$ cat config.mk
export PLATFORM = sky130hd
export DESIGN_NAME = pps_in_timestamper_flat
export DESIGN_NICKNAME = d
export VERILOG_FILES = /design/src/rtl/pps_in_timestamper_pkg.sv /design/src/rtl/pps_in_timestamper_if.sv /design/src/rtl/pps_ts_fifo.sv /design/src/rtl/pps_in_timestamper.sv /design/src/flat_wrapper.sv
export SDC_FILE = /design/constraint.sdc
export NUM_CORES = 1
export LEC_CHECK = 0
export ABC_AREA = 1
export ABC_CLOCK_PERIOD_IN_PS = 13800
export BUFFER_PORTS_ARGS = -buffer_cell sky130_fd_sc_hd__buf_2
export CAP_MARGIN = 0
export CORE_MARGIN = 1.5
export CORE_UTILIZATION = 65
export DETAILED_ROUTE_END_ITERATION = 10
export HOLD_SLACK_MARGIN = 0.05
export PLACE_DENSITY = 0.86
export REMOVE_ABC_BUFFERS = 1
export SYNTH_ARGS = -nofsm -noshare
export SYNTH_HDL_FRONTEND = slang
export SYNTH_HIERARCHICAL = 1
export SYNTH_SLANG_ARGS = --single-unit
$ cat constraint.sdc
create_clock -name clk -period 13.8 [get_ports clk]
set_input_delay 1.38 -clock clk [delete_from_list [all_inputs] [get_ports clk]]
set_output_delay 1.38 -clock clk [all_outputs]
set_load 0.05 [all_outputs]
$ cat src/rtl/pps_in_timestamper_pkg.sv
// pps_in_timestamper_pkg: PTP time constants, RTC word layout and the
// latency-compensation helper. Macros RTC_SEC/RTC_NS slice an RTC word.
`ifndef PPS_IN_TIMESTAMPER_PKG_SV
`define PPS_IN_TIMESTAMPER_PKG_SV

`define RTC_SEC(t) t[79:32]
`define RTC_NS(t) t[31:0]

package pps_in_timestamper_pkg;

  localparam int RTC_SEC_W = 48;
  localparam int RTC_NS_W  = 32;
  localparam int RTC_W     = 80;

  localparam logic [RTC_NS_W-1:0] NS_PER_SEC =
    32'd1_000_000_000;

  typedef logic [RTC_W-1:0] rtc_t;

  typedef struct packed {
    logic [RTC_SEC_W-1:0] sec;
    logic [RTC_NS_W-1:0]  ns;
  } rtc_f_t;

  // Subtract a ns offset; borrow one second when ns underflows.
  // Seconds wrap modulo 2^48.
  function automatic rtc_t rtc_comp(
    rtc_t        t,
    logic [15:0] c
  );
    rtc_f_t              r;
    logic [RTC_NS_W-1:0] c_ns;
    c_ns  = RTC_NS_W'(c);
    r.sec = `RTC_SEC(t);
    r.ns  = `RTC_NS(t);
    if (r.ns >= c_ns) begin
      r.ns = r.ns - c_ns;
    end else begin
      r.ns  = r.ns + NS_PER_SEC - c_ns;
      r.sec = r.sec - RTC_SEC_W'(1);
    end
    return r;
  endfunction

endpackage

`endif

$ cat src/rtl/pps_in_timestamper_if.sv
// pps_in_timestamper_if: timestamp FIFO read port.
// master drives pts_std/pts_vld and takes pts_ack; slave is the reader.
interface pps_in_timestamper_if;
  import pps_in_timestamper_pkg::*;

  rtc_t pts_std;
  logic pts_vld;
  logic pts_ack;

  modport master (
    output pts_std,
    output pts_vld,
    input  pts_ack
  );

  modport slave (
    input  pts_std,
    input  pts_vld,
    output pts_ack
  );

endinterface

$ cat src/rtl/pps_ts_fifo.sv
// pps_ts_fifo: DEPTH x 80 synchronous FIFO. Ports: push_i/din_i,
// pop_i, dout_o (head, 0 when empty), full_o, empty_o.
module pps_ts_fifo
  import pps_in_timestamper_pkg::*;
#(
  parameter int DEPTH = 4
) (
  input  logic clk,
  input  logic rst_n,
  input  logic push_i,
  input  rtc_t din_i,
  input  logic pop_i,
  output rtc_t dout_o,
  output logic full_o,
  output logic empty_o
);

  localparam int AW = $clog2(DEPTH);

  rtc_t          mem_q [DEPTH];
  logic [AW:0]   wr_q, wr_d;
  logic [AW:0]   rd_q, rd_d;
  logic          do_push;
  logic          do_pop;

  always_comb begin
    empty_o = (wr_q == rd_q);
    full_o  = (wr_q[AW-1:0] == rd_q[AW-1:0])
           && (wr_q[AW] != rd_q[AW]);
    do_pop  = pop_i && !empty_o;
    // A pop frees the slot this same edge, so push may proceed.
    do_push = push_i && (!full_o || do_pop);
    wr_d    = wr_q + {{AW{1'b0}}, do_push};
    rd_d    = rd_q + {{AW{1'b0}}, do_pop};
    dout_o  = empty_o ? '0 : mem_q[rd_q[AW-1:0]];
  end

  always_ff @(posedge clk) begin
    if (!rst_n) begin
      wr_q <= '0;
      rd_q <= '0;
    end else begin
      wr_q <= wr_d;
      rd_q <= rd_d;
    end
  end

  always_ff @(posedge clk) begin
    if (rst_n && do_push) begin
      mem_q[wr_q[AW-1:0]] <= din_i;
    end
  end

endmodule

$ cat src/rtl/pps_in_timestamper.sv
// pps_in_timestamper: syncs pps_i, detects the selected edge, snapshots
// the RTC minus comp_ns_i into a FIFO read through pts (master).
// Other ports: clk, rst_n (sync, low), pps_i, rtc_std_i, cap_en_i,
// edge_sel_i, comp_ns_i, pps_evt_o, ovf_o, ovf_clr_i.
// Optional glitch filter: define PPS_FILTER_EN.
module pps_in_timestamper
  import pps_in_timestamper_pkg::*;
#(
  parameter int SYNC_STAGES = 2,
  parameter int DEPTH       = 4,
  parameter int FILT_CYC    = 4
) (
  input  logic                        clk,
  input  logic                        rst_n,
  input  logic                        pps_i,
  input  rtc_t                        rtc_std_i,
  input  logic                        cap_en_i,
  input  logic                        edge_sel_i,
  input  logic [15:0]                 comp_ns_i,
  pps_in_timestamper_if.master        pts,
  output logic                        pps_evt_o,
  output logic                        ovf_o,
  input  logic                        ovf_clr_i
);

  if (SYNC_STAGES < 2 || DEPTH < 2 ||
      (DEPTH & (DEPTH - 1)) != 0 ||
      FILT_CYC < 1) begin : g_bad_cfg
    $error("pps_in_timestamper: bad parameters");
  end

  logic [SYNC_STAGES-1:0] sync_q, sync_d;
  logic                   pps_s;
  logic                   lvl;
  logic                   prev_q, prev_d;
  logic                   cap_v_q, cap_v_d;
  rtc_t                   snap_q, snap_d;
  logic [15:0]            comp_q, comp_d;
  logic                   ovf_q, ovf_d;
  logic                   hit;
  logic                   full;
  logic                   empty;
  logic                   drop;
  rtc_t                   ts_c;
  rtc_t                   head;

  always_comb begin
    sync_d = {sync_q[SYNC_STAGES-2:0], pps_i};
    pps_s  = sync_q[SYNC_STAGES-1];
  end

`ifdef PPS_FILTER_EN
  localparam int FW = $clog2(FILT_CYC + 1);

  logic          flvl_q, flvl_d;
  logic [FW-1:0] fcnt_q, fcnt_d;

  // Count consecutive samples differing from the accepted level;
  // accept the new level on the FILT_CYC-th one.
  always_comb begin
    flvl_d = flvl_q;
    fcnt_d = '0;
    if (pps_s != flvl_q) begin
      if (fcnt_q == FW'(FILT_CYC - 1)) begin
        flvl_d = pps_s;
      end else begin
        fcnt_d = fcnt_q + FW'(1);
      end
    end
  end

  always_ff @(posedge clk) begin
    if (!rst_n) begin
      flvl_q <= 1'b0;
      fcnt_q <= '0;
    end else begin
      flvl_q <= flvl_d;
      fcnt_q <= fcnt_d;
    end
  end

  assign lvl = flvl_q;
`else
  assign lvl = pps_s;
`endif

  always_comb begin
    hit = 1'b0;
    unique case (1'b1)
      edge_sel_i:  hit = !lvl && prev_q;
      !edge_sel_i: hit = lvl && !prev_q;
    endcase
    hit     = hit && cap_en_i;
    prev_d  = lvl;
    cap_v_d = hit;
    snap_d  = hit ? rtc_std_i : snap_q;
    comp_d  = hit ? comp_ns_i : comp_q;
    ts_c    = rtc_comp(snap_q, comp_q);
    // Full implies non-empty, so an ack here is a real pop.
    drop    = cap_v_q && full && !pts.pts_ack;
    ovf_d   = (ovf_q && !ovf_clr_i) || drop;
  end

  always_ff @(posedge clk) begin
    if (!rst_n) begin
      sync_q  <= '0;
      prev_q  <= 1'b0;
      cap_v_q <= 1'b0;
      snap_q  <= '0;
      comp_q  <= '0;
      ovf_q   <= 1'b0;
    end else begin
      sync_q  <= sync_d;
      prev_q  <= prev_d;
      cap_v_q <= cap_v_d;
      snap_q  <= snap_d;
      comp_q  <= comp_d;
      ovf_q   <= ovf_d;
    end
  end

  pps_ts_fifo #(
    .DEPTH (DEPTH)
  ) u_fifo (
    .clk     (clk),
    .rst_n   (rst_n),
    .push_i  (cap_v_q),
    .din_i   (ts_c),
    .pop_i   (pts.pts_ack),
    .dout_o  (head),
    .full_o  (full),
    .empty_o (empty)
  );

  assign pts.pts_std = head;
  assign pts.pts_vld = !empty;
  assign pps_evt_o   = cap_v_q;
  assign ovf_o       = ovf_q;

endmodule

$ cat src/flat_wrapper.sv
// flat-port wrapper written by rule: the top's interface ports become plain ports
module pps_in_timestamper_flat import pps_in_timestamper_pkg::*;
#(
  parameter int SYNC_STAGES = 2,
  parameter int DEPTH       = 4,
  parameter int FILT_CYC    = 4
)
  (clk, rst_n, pps_i, rtc_std_i, cap_en_i, edge_sel_i, comp_ns_i, pps_evt_o, ovf_o, ovf_clr_i, pts_pts_std, pts_pts_vld, pts_pts_ack);
  pps_in_timestamper_if pts_i ();
  input  logic clk;
  input  logic rst_n;
  input  logic pps_i;
  input  rtc_t rtc_std_i;
  input  logic cap_en_i;
  input  logic edge_sel_i;
  input  logic [15:0] comp_ns_i;
  output logic pps_evt_o;
  output logic ovf_o;
  input  logic ovf_clr_i;
  output wire logic [$bits(pts_i.pts_std)-1:0] pts_pts_std;
  output wire logic [$bits(pts_i.pts_vld)-1:0] pts_pts_vld;
  input wire logic [$bits(pts_i.pts_ack)-1:0] pts_pts_ack;
  assign pts_pts_std = pts_i.pts_std;
  assign pts_pts_vld = pts_i.pts_vld;
  assign pts_i.pts_ack = pts_pts_ack;
  pps_in_timestamper #(.SYNC_STAGES(SYNC_STAGES), .DEPTH(DEPTH), .FILT_CYC(FILT_CYC)) u_core (.clk(clk), .rst_n(rst_n), .pps_i(pps_i), .rtc_std_i(rtc_std_i), .cap_en_i(cap_en_i), .edge_sel_i(edge_sel_i), .comp_ns_i(comp_ns_i), .pts(pts_i), .pps_evt_o(pps_evt_o), .ovf_o(ovf_o), .ovf_clr_i(ovf_clr_i));
endmodule
==> results of run 1 <==
-- state kept, by name, indices dropped and copies added, names as in the netlist, 2 cells and up --
register,cells
u_core/u_fifo/wr_q,3
u_core/u_fifo/rd_q,3
u_core/sync_q,2
u_core/u_fifo/mem_q,320
u_core/comp_q,16
u_core/snap_q,80
-- metrics by stage --
| step | hold slack, ns | utilization [%] |
|---|---|---|
| 6_report | 0.425 | 73.5 |
| 5_1_grt | 0.452 | 73.5 |
| 4_1_cts | 0.429 | 73.5 |
| 3_5_place_dp | 0.415 | 69.5 |
| 3_3_place_gp | 0.415 | 69.5 |
| 2_1_floorplan | 0.390 | - |
-- power groups by stage --
stage | sequential (mW) | clock, mW | combinational, mW
final | 1.50 | 1.10 | 0.758
after global routing | 1.50 | 1.17 | 0.833
after floorplan | 1.52 | 0 | 0.518
after global placement | 1.52 | 0 | 0.722
after CTS | 1.50 | 1.11 | 0.748
after detailed placement | 1.52 | 0 | 0.741
-- routing by layer --
layer	GRT usage [%]	wire (um)
met5	0	0
met4	13.6	2350
met3	3.76	4200
met2	58.2	29600
met1	40.9	22800
-- cell usage in the layout (no fill, tap or decap), types with 4 or more instances in the layout --
cell type	netlist	layout
o21ai_0	308	308
xor2_1	53	53
nand4_1	25	25
buf_4	12	13
o21bai_1	5	5
inv_2	8	8
dfxtp_1	107	105
clkbuf_16	0	42
nor2_2	6	6
nand2_2	11	11
nor3_1	19	19
clkinv_2	0	5
nor2_4	0	4
a21oi_1	88	88
clkbuf_1	48	8
fa_1	12	12
clkbuf_8	0	4
nand3_1	73	73
o21ai_1	74	74
clkinv_1	1	9
xnor2_1	20	20
nor2_1	523	519
inv_1	269	269
edfxtp_1	320	320
ha_1	61	61
and2_1	7	7
nand2_1	525	524
buf_2	26	185
-- cell families after synthesis --
kind of cell    count (synthesis)
simple gates                 1204
fa+ha+maj                      73
flops                         427
xor+xnor                       74
compound gates                487
buf+inv                       387
-- worst max path at each step --
stage / slack, ns / startpoint / endpoint
CTS: 9.04 / u_core/u_fifo/rd_q[0]$_SDFF_PN0_ / pts_pts_std[15]
floorplan: 5.79 / u_core/u_fifo/rd_q[0]$_SDFF_PN0_ / u_core/u_fifo/mem_q[0][0]$_DFFE_PP_
finish: 9.03 / u_core/u_fifo/rd_q[1]$_SDFF_PN0_ / pts_pts_std[20]
global route: 8.82 / u_core/u_fifo/rd_q[0]$_SDFF_PN0_ / pts_pts_std[20]
detailed placement: 9.37 / rst_n / u_core/u_fifo/mem_q[3][31]$_DFFE_PP_
global placement: 9.45 / rst_n / u_core/u_fifo/mem_q[3][72]$_DFFE_PP_
-- Yosys cell counts (all sizes together) (5+ instances only) --
master  count
nor3       21
and2        7
xnor2      21
nor2      529
edfxtp    320
clkbuf     49
fa         12
o21bai      5
dfxtp     107
buf        59
nand2     538
inv       278
xor2       53
a21oi      90
o21ai     382
ha         61
nand3      75
nand4      25
-- critical path, cell delays in order, from the launching register on --
cell	delay, ns
dfxtp_4	0.80
buf_4	0.82
o21ai_0	0.23
o21ai_0	0.42
nand2_1	0.11
inv_1	0.08
buf_2	0.26
-- final cells by class --
| cell class | instances | share of cell area, % |
|---|---|---|
| flip-flops and latches | 427 | 47.5 |
| multi-input cells | 1838 | 36.5 |
| clock buffers | 54 | 4.59 |
| inverters | 279 | 4.25 |
| repair buffers | 198 | 4.13 |
| well taps | 448 | 2.26 |
| clock inverters | 21 | 0.799 |
==> results.toml, run 1 <==
[global_route]
grt_pass1_wl_um = 91800
grt_pass1_vias = 18000
grt_use_total_pct = 32.9
grt-ovfl-total = 0
grt_max_degree = 102
antenna_found_initial = 1

[yosys]
synth.avg_cell_area_sq_um = 8.45
syn_inst = 2652
synth-simple-area-share_pct = 21.6
synth_top_family_by_area = "simple AND/OR/NAND/NOR gates"
synthXorXnorAreaFrac_pct = 2.93
seq_area_frac_synth_pct = 52.4
synth_warnings = 6
synthAdderAreaFrac_pct = 4.48
synth.top_cell.area_share_pct = 42.9
synthMuxAreaShare_pct = 0
synth_compound_area_share_pct = 11.1
yosys.area.top_type = "edfxtp_1"
synth_area_sq_um = 22400
async_flop_share_pct = 0
synth_area_leaders = "edfxtp_1, dfxtp_1, nand2_1"
synth_cell_types = 49
ys_ff_latch = 427
synth_edf_count = 320
synth_flop_cell = "edfxtp_1"

[timing]
finalCritPeriodShare_pct = 34.5
rsz0062_at_grt = "no"
fmax_mhz = 210
final-max-slew-violation-count = 0
slew_headroom_pct = 24.4
max_slew.worst_pin.slew_ns = 1.13
finalSetupViolCount = 0
fin_tns_setup_ns = 0
hold_viol = 0
worst_slack_ns = 9.03
fin_skew_ns = 0.00917
post-route-min-period_ns = 4.77

[routing]
routed_wl_um = 58900
via_count = 18700
detail_route.vias_per_cell = 5.72
drc = 0
first_iter_violations = 1816
post_drt_wl_per_cell_um = 18.0
ant_nets = 0
first_pass_iters = 6

[cells_and_area]
nets = 2961
antennaDiodeCount = 0
drive_gt1_share_pct = 10.8
finalNonFillerCells = 3265
stdcell_area_sq_um = 24800
fill_cells = 2420
multi_input_area_sq_um = 9030
seq_area_sq_um = 11800
synthToLayoutAreaGrowth_pct = 10.5

[pwr]
power.density_nw_per_um2 = 136
p_leak_nw = 11.0
swShare_pct = 31.1
p_comb_share_pct = 22.6
power.internal_mw = 2.31
peakVddDrop_uv = 149
design_power_total_mw = 3.36
pwr-share-clk_pct = 32.9
switching_power_mw = 1.05
p_seq_share_pct = 44.6

[placement]
dp_slack_ns = 9.37
placed_cells = 3190
hpwlAfterDp_um = 40300
place_congestion = 0.953
placed_area_sq_um = 23400
io_buffers = 185

[clock_network]
holdBufCountCts = 0
cts-resized-gates = 0
cts_tree = "built"
clock-sinks = 427
post_cts_buffers = 0
path_clk_slew_ns = 0.06
cts_made_buffers = 41
cts_max_level = 2
root_buffer = "clkbuf_16"
insertion_delay_ns = 0.53
clockBufferDepth = 3

[critical_path]
critPathKind = "reg2out"
worst-path-max-fanout = 97
reg2regPathDepth = 7
reg2reg_from = "u_core/u_fifo/rd_q[0]$_SDFF_PN0_"
end_kind = "output pin"
critPathLaunchType = "flop"
cp.required_ns = 12.42
ff2ff_setup_slack_ns = 9.80
crit_arrival_ns = 3.39
r2r_end = "u_core/u_fifo/mem_q[3][76]$_DFFE_PP_"

[worst_hold_path]
hold_start = "u_core/sync_q[0]$_SDFF_PN0_"
worstHoldPathType = "reg2reg"
whs_path_depth = 2
hold_end = "u_core/sync_q[1]$_SDFF_PN0_"

[floorplan]
ios = 186
start_util_pct = 66.5
die_area_sq_um = 35600
die_h_um = 189
row_count = 67
core_area_sq_um = 33700
die_x_um = 189

[job]
maxCapViolations = 0

[outcome]
status = "finished, final reports clean"
No activity file was read; power rests on OpenSTA's default activity.
==> inputs of run 2 (changes only) <==
--- a/config.mk
+++ b/config.mk
@@ -6,14 +6,14 @@
 export NUM_CORES = 1
 export LEC_CHECK = 0
 export ABC_AREA = 1
-export ABC_CLOCK_PERIOD_IN_PS = 13800
+export ABC_CLOCK_PERIOD_IN_PS = 4400
 export BUFFER_PORTS_ARGS = -buffer_cell sky130_fd_sc_hd__buf_2
 export CAP_MARGIN = 0
 export CORE_MARGIN = 1.5
-export CORE_UTILIZATION = 65
+export CORE_UTILIZATION = 61
 export DETAILED_ROUTE_END_ITERATION = 10
 export HOLD_SLACK_MARGIN = 0.05
-export PLACE_DENSITY = 0.86
+export PLACE_DENSITY = 0.81
 export REMOVE_ABC_BUFFERS = 1
 export SYNTH_ARGS = -nofsm -noshare
 export SYNTH_HDL_FRONTEND = slang
==> constraint.sdc (replaced) <==
create_clock -name clk -period 4.4 [get_ports clk]
set_input_delay 0.44 -clock clk [delete_from_list [all_inputs] [get_ports clk]]
set_output_delay 0.44 -clock clk [all_outputs]
set_load 0.05 [all_outputs]
==> results.toml, run 2 (synthesis results as in run 1) <==
[placement]
place_congestion = 0.970
hpwlAfterDp_um = 41100
io_buffers = 185
placed_area_sq_um = 23600

[timing]
hold_viol = 0
hold_slack_ns = 0.119
fin_tns_setup_ns = 0
max_slew.worst_pin.slew_ns = 1.00
rsz0062_at_grt = "no"
final-max-slew-violation-count = 0
fmax_mhz = 263
finalCritPeriodShare_pct = 86.4
fin_skew_ns = 0.0239
slew_headroom_pct = 33.0
post-route-min-period_ns = 3.80
finalSetupViolCount = 0

[critical_path]
worst-path-max-fanout = 83
crit_arrival_ns = 3.36
critPathKind = "reg2out"
ff2ff_setup_slack_ns = 1.13
reg2reg_from = "u_core/snap_q[0]$_SDFFE_PN0P_"
end_kind = "output pin"
critPathLaunchType = "flop"
r2r_end = "u_core/u_fifo/mem_q[2][38]$_DFFE_PP_"
reg2regPathDepth = 15
cp.required_ns = 3.96

[clock_network]
cts_max_level = 2
clock-sinks = 427
clockBufferDepth = 3
cts_made_buffers = 44
path_clk_slew_ns = 0.06
cts_tree = "built"
insertion_delay_ns = 0.58
root_buffer = "clkbuf_16"

[global_route]
grt_pass1_wl_um = 94600
grt-ovfl-total = 0
grt_max_degree = 107
grt_pass1_vias = 18000
grt_use_total_pct = 32.1
antenna_found_initial = 0

[worst_hold_path]
whs_path_depth = 3
hold_end = "u_core/comp_q[0]$_SDFFE_PN0P_"
worstHoldPathType = "in2reg"
hold_start = "comp_ns_i[0]"

[floorplan]
die_h_um = 195
die_area_sq_um = 37900
die_x_um = 195
row_count = 70
start_util_pct = 61.7
ios = 186
core_area_sq_um = 36300

[pwr]
power.density_nw_per_um2 = 437
peakVddDrop_uv = 360
p_leak_nw = 11.1

[routing]
post_drt_wl_per_cell_um = 18.3
via_count = 18500
first_pass_iters = 6
first_iter_violations = 1369
routed_wl_um = 60200
drc = 0
detail_route.vias_per_cell = 5.61
ant_nets = 0

[cells_and_area]
layout_common_cells = "nand2_1, nor2_1, edfxtp_1, o21ai_0, inv_1"
final_common_cell = "nand2_1"
drive_gt1_share_pct = 11.4
stdcell_area_sq_um = 25100
antennaDiodeCount = 0
synthToLayoutAreaGrowth_pct = 12.1
final_core_util_pct = 69.1
nets = 2970
largest_register_ff_count = 320

[job]
maxCapViolations = 0

[outcome]
status = "finished, final reports clean"
## run 2: changes by cell type in the layout (fill, tap and decap cells not counted), sizes merged
cell / previous run / this run
buf: 198 / 203
dlygate4sd3: 0 / 1
inv: 280 / 282
clkinv: 16 / 13
bufinv: 3 / 5
clkbuf: 54 / 56
clkinvlp: 1 / 5
## run 2: critical path, stage by stage, from the launching register on
cell and delay (ns):
dfxtp_4 0.47, inv_6 0.47, buf_4 0.79, nor2_1 0.09, o21ai_0 0.49, nand2_1 0.10
inv_1 0.09, buf_2 0.26
## run 2: cell type report
cell class | instances | area, sq um
flip-flops and latches | 427 | 11800
fillers | 2851 | 11200
multi-input cells | 1838 | 9030
clock buffers | 56 | 1230
repair buffers | 204 | 1170
inverters | 279 | 1050
well taps | 468 | 586
clock inverters | 26 | 302
## run 2: layer usage
metal / wire length, um / global-route usage, %
met2: 30500 / 57.3
met5: 0 / 0
met4: 2090 / 11.3
met1: 23900 / 40.0
met3: 3690 / 4.23
## run 2: report_power, final
| part | internal, mW | total (mW) | leakage [nW] | switching, mW |
|---|---|---|---|---|
| combinational | 0.653 | 2.40 | 6.57 | 1.75 |
| clock | 2.30 | 3.88 | 0.743 | 1.58 |
| sequential | 4.61 | 4.69 | 3.79 | 0.0870 |
## run 2: through the flow
step	instances	total power, mW	setup slack (ns)
2_1_floorplan	2544	6.39	-3.61
3_3_place_gp	3215	7.07	1.24
3_5_place_dp	3215	7.13	1.20
4_1_cts	3298	11.0	0.642
5_1_grt	3298	11.4	0.433
6_report	3298	11.0	0.599
## run 2: worst max-delay path by stage
stage / endpoint / cells past startpoint / startpoint
2_1_floorplan: u_core/u_fifo/mem_q[0][0]$_DFFE_PP_ / 6 / u_core/u_fifo/rd_q[0]$_SDFF_PN0_
3_3_place_gp: u_core/u_fifo/mem_q[0][50]$_DFFE_PP_ / 15 / u_core/snap_q[0]$_SDFFE_PN0P_
3_5_place_dp: u_core/u_fifo/mem_q[2][43]$_DFFE_PP_ / 15 / u_core/snap_q[0]$_SDFFE_PN0P_
4_1_cts: pts_pts_std[20] / 7 / u_core/u_fifo/rd_q[0]$_SDFF_PN0_
5_1_grt: pts_pts_std[16] / 7 / u_core/u_fifo/rd_q[0]$_SDFF_PN0_
6_report: pts_pts_std[20] / 7 / u_core/u_fifo/rd_q[0]$_SDFF_PN0_
## run 2: timing repair
item | 4_1_cts | 5_1_grt
resized for setup | 0 | 0
hold buffers | 1 | 0
endpoints found under the hold margin | 1 | 0
endpoints found under the setup margin | 0 | 0
setup buffers | 0 | 0
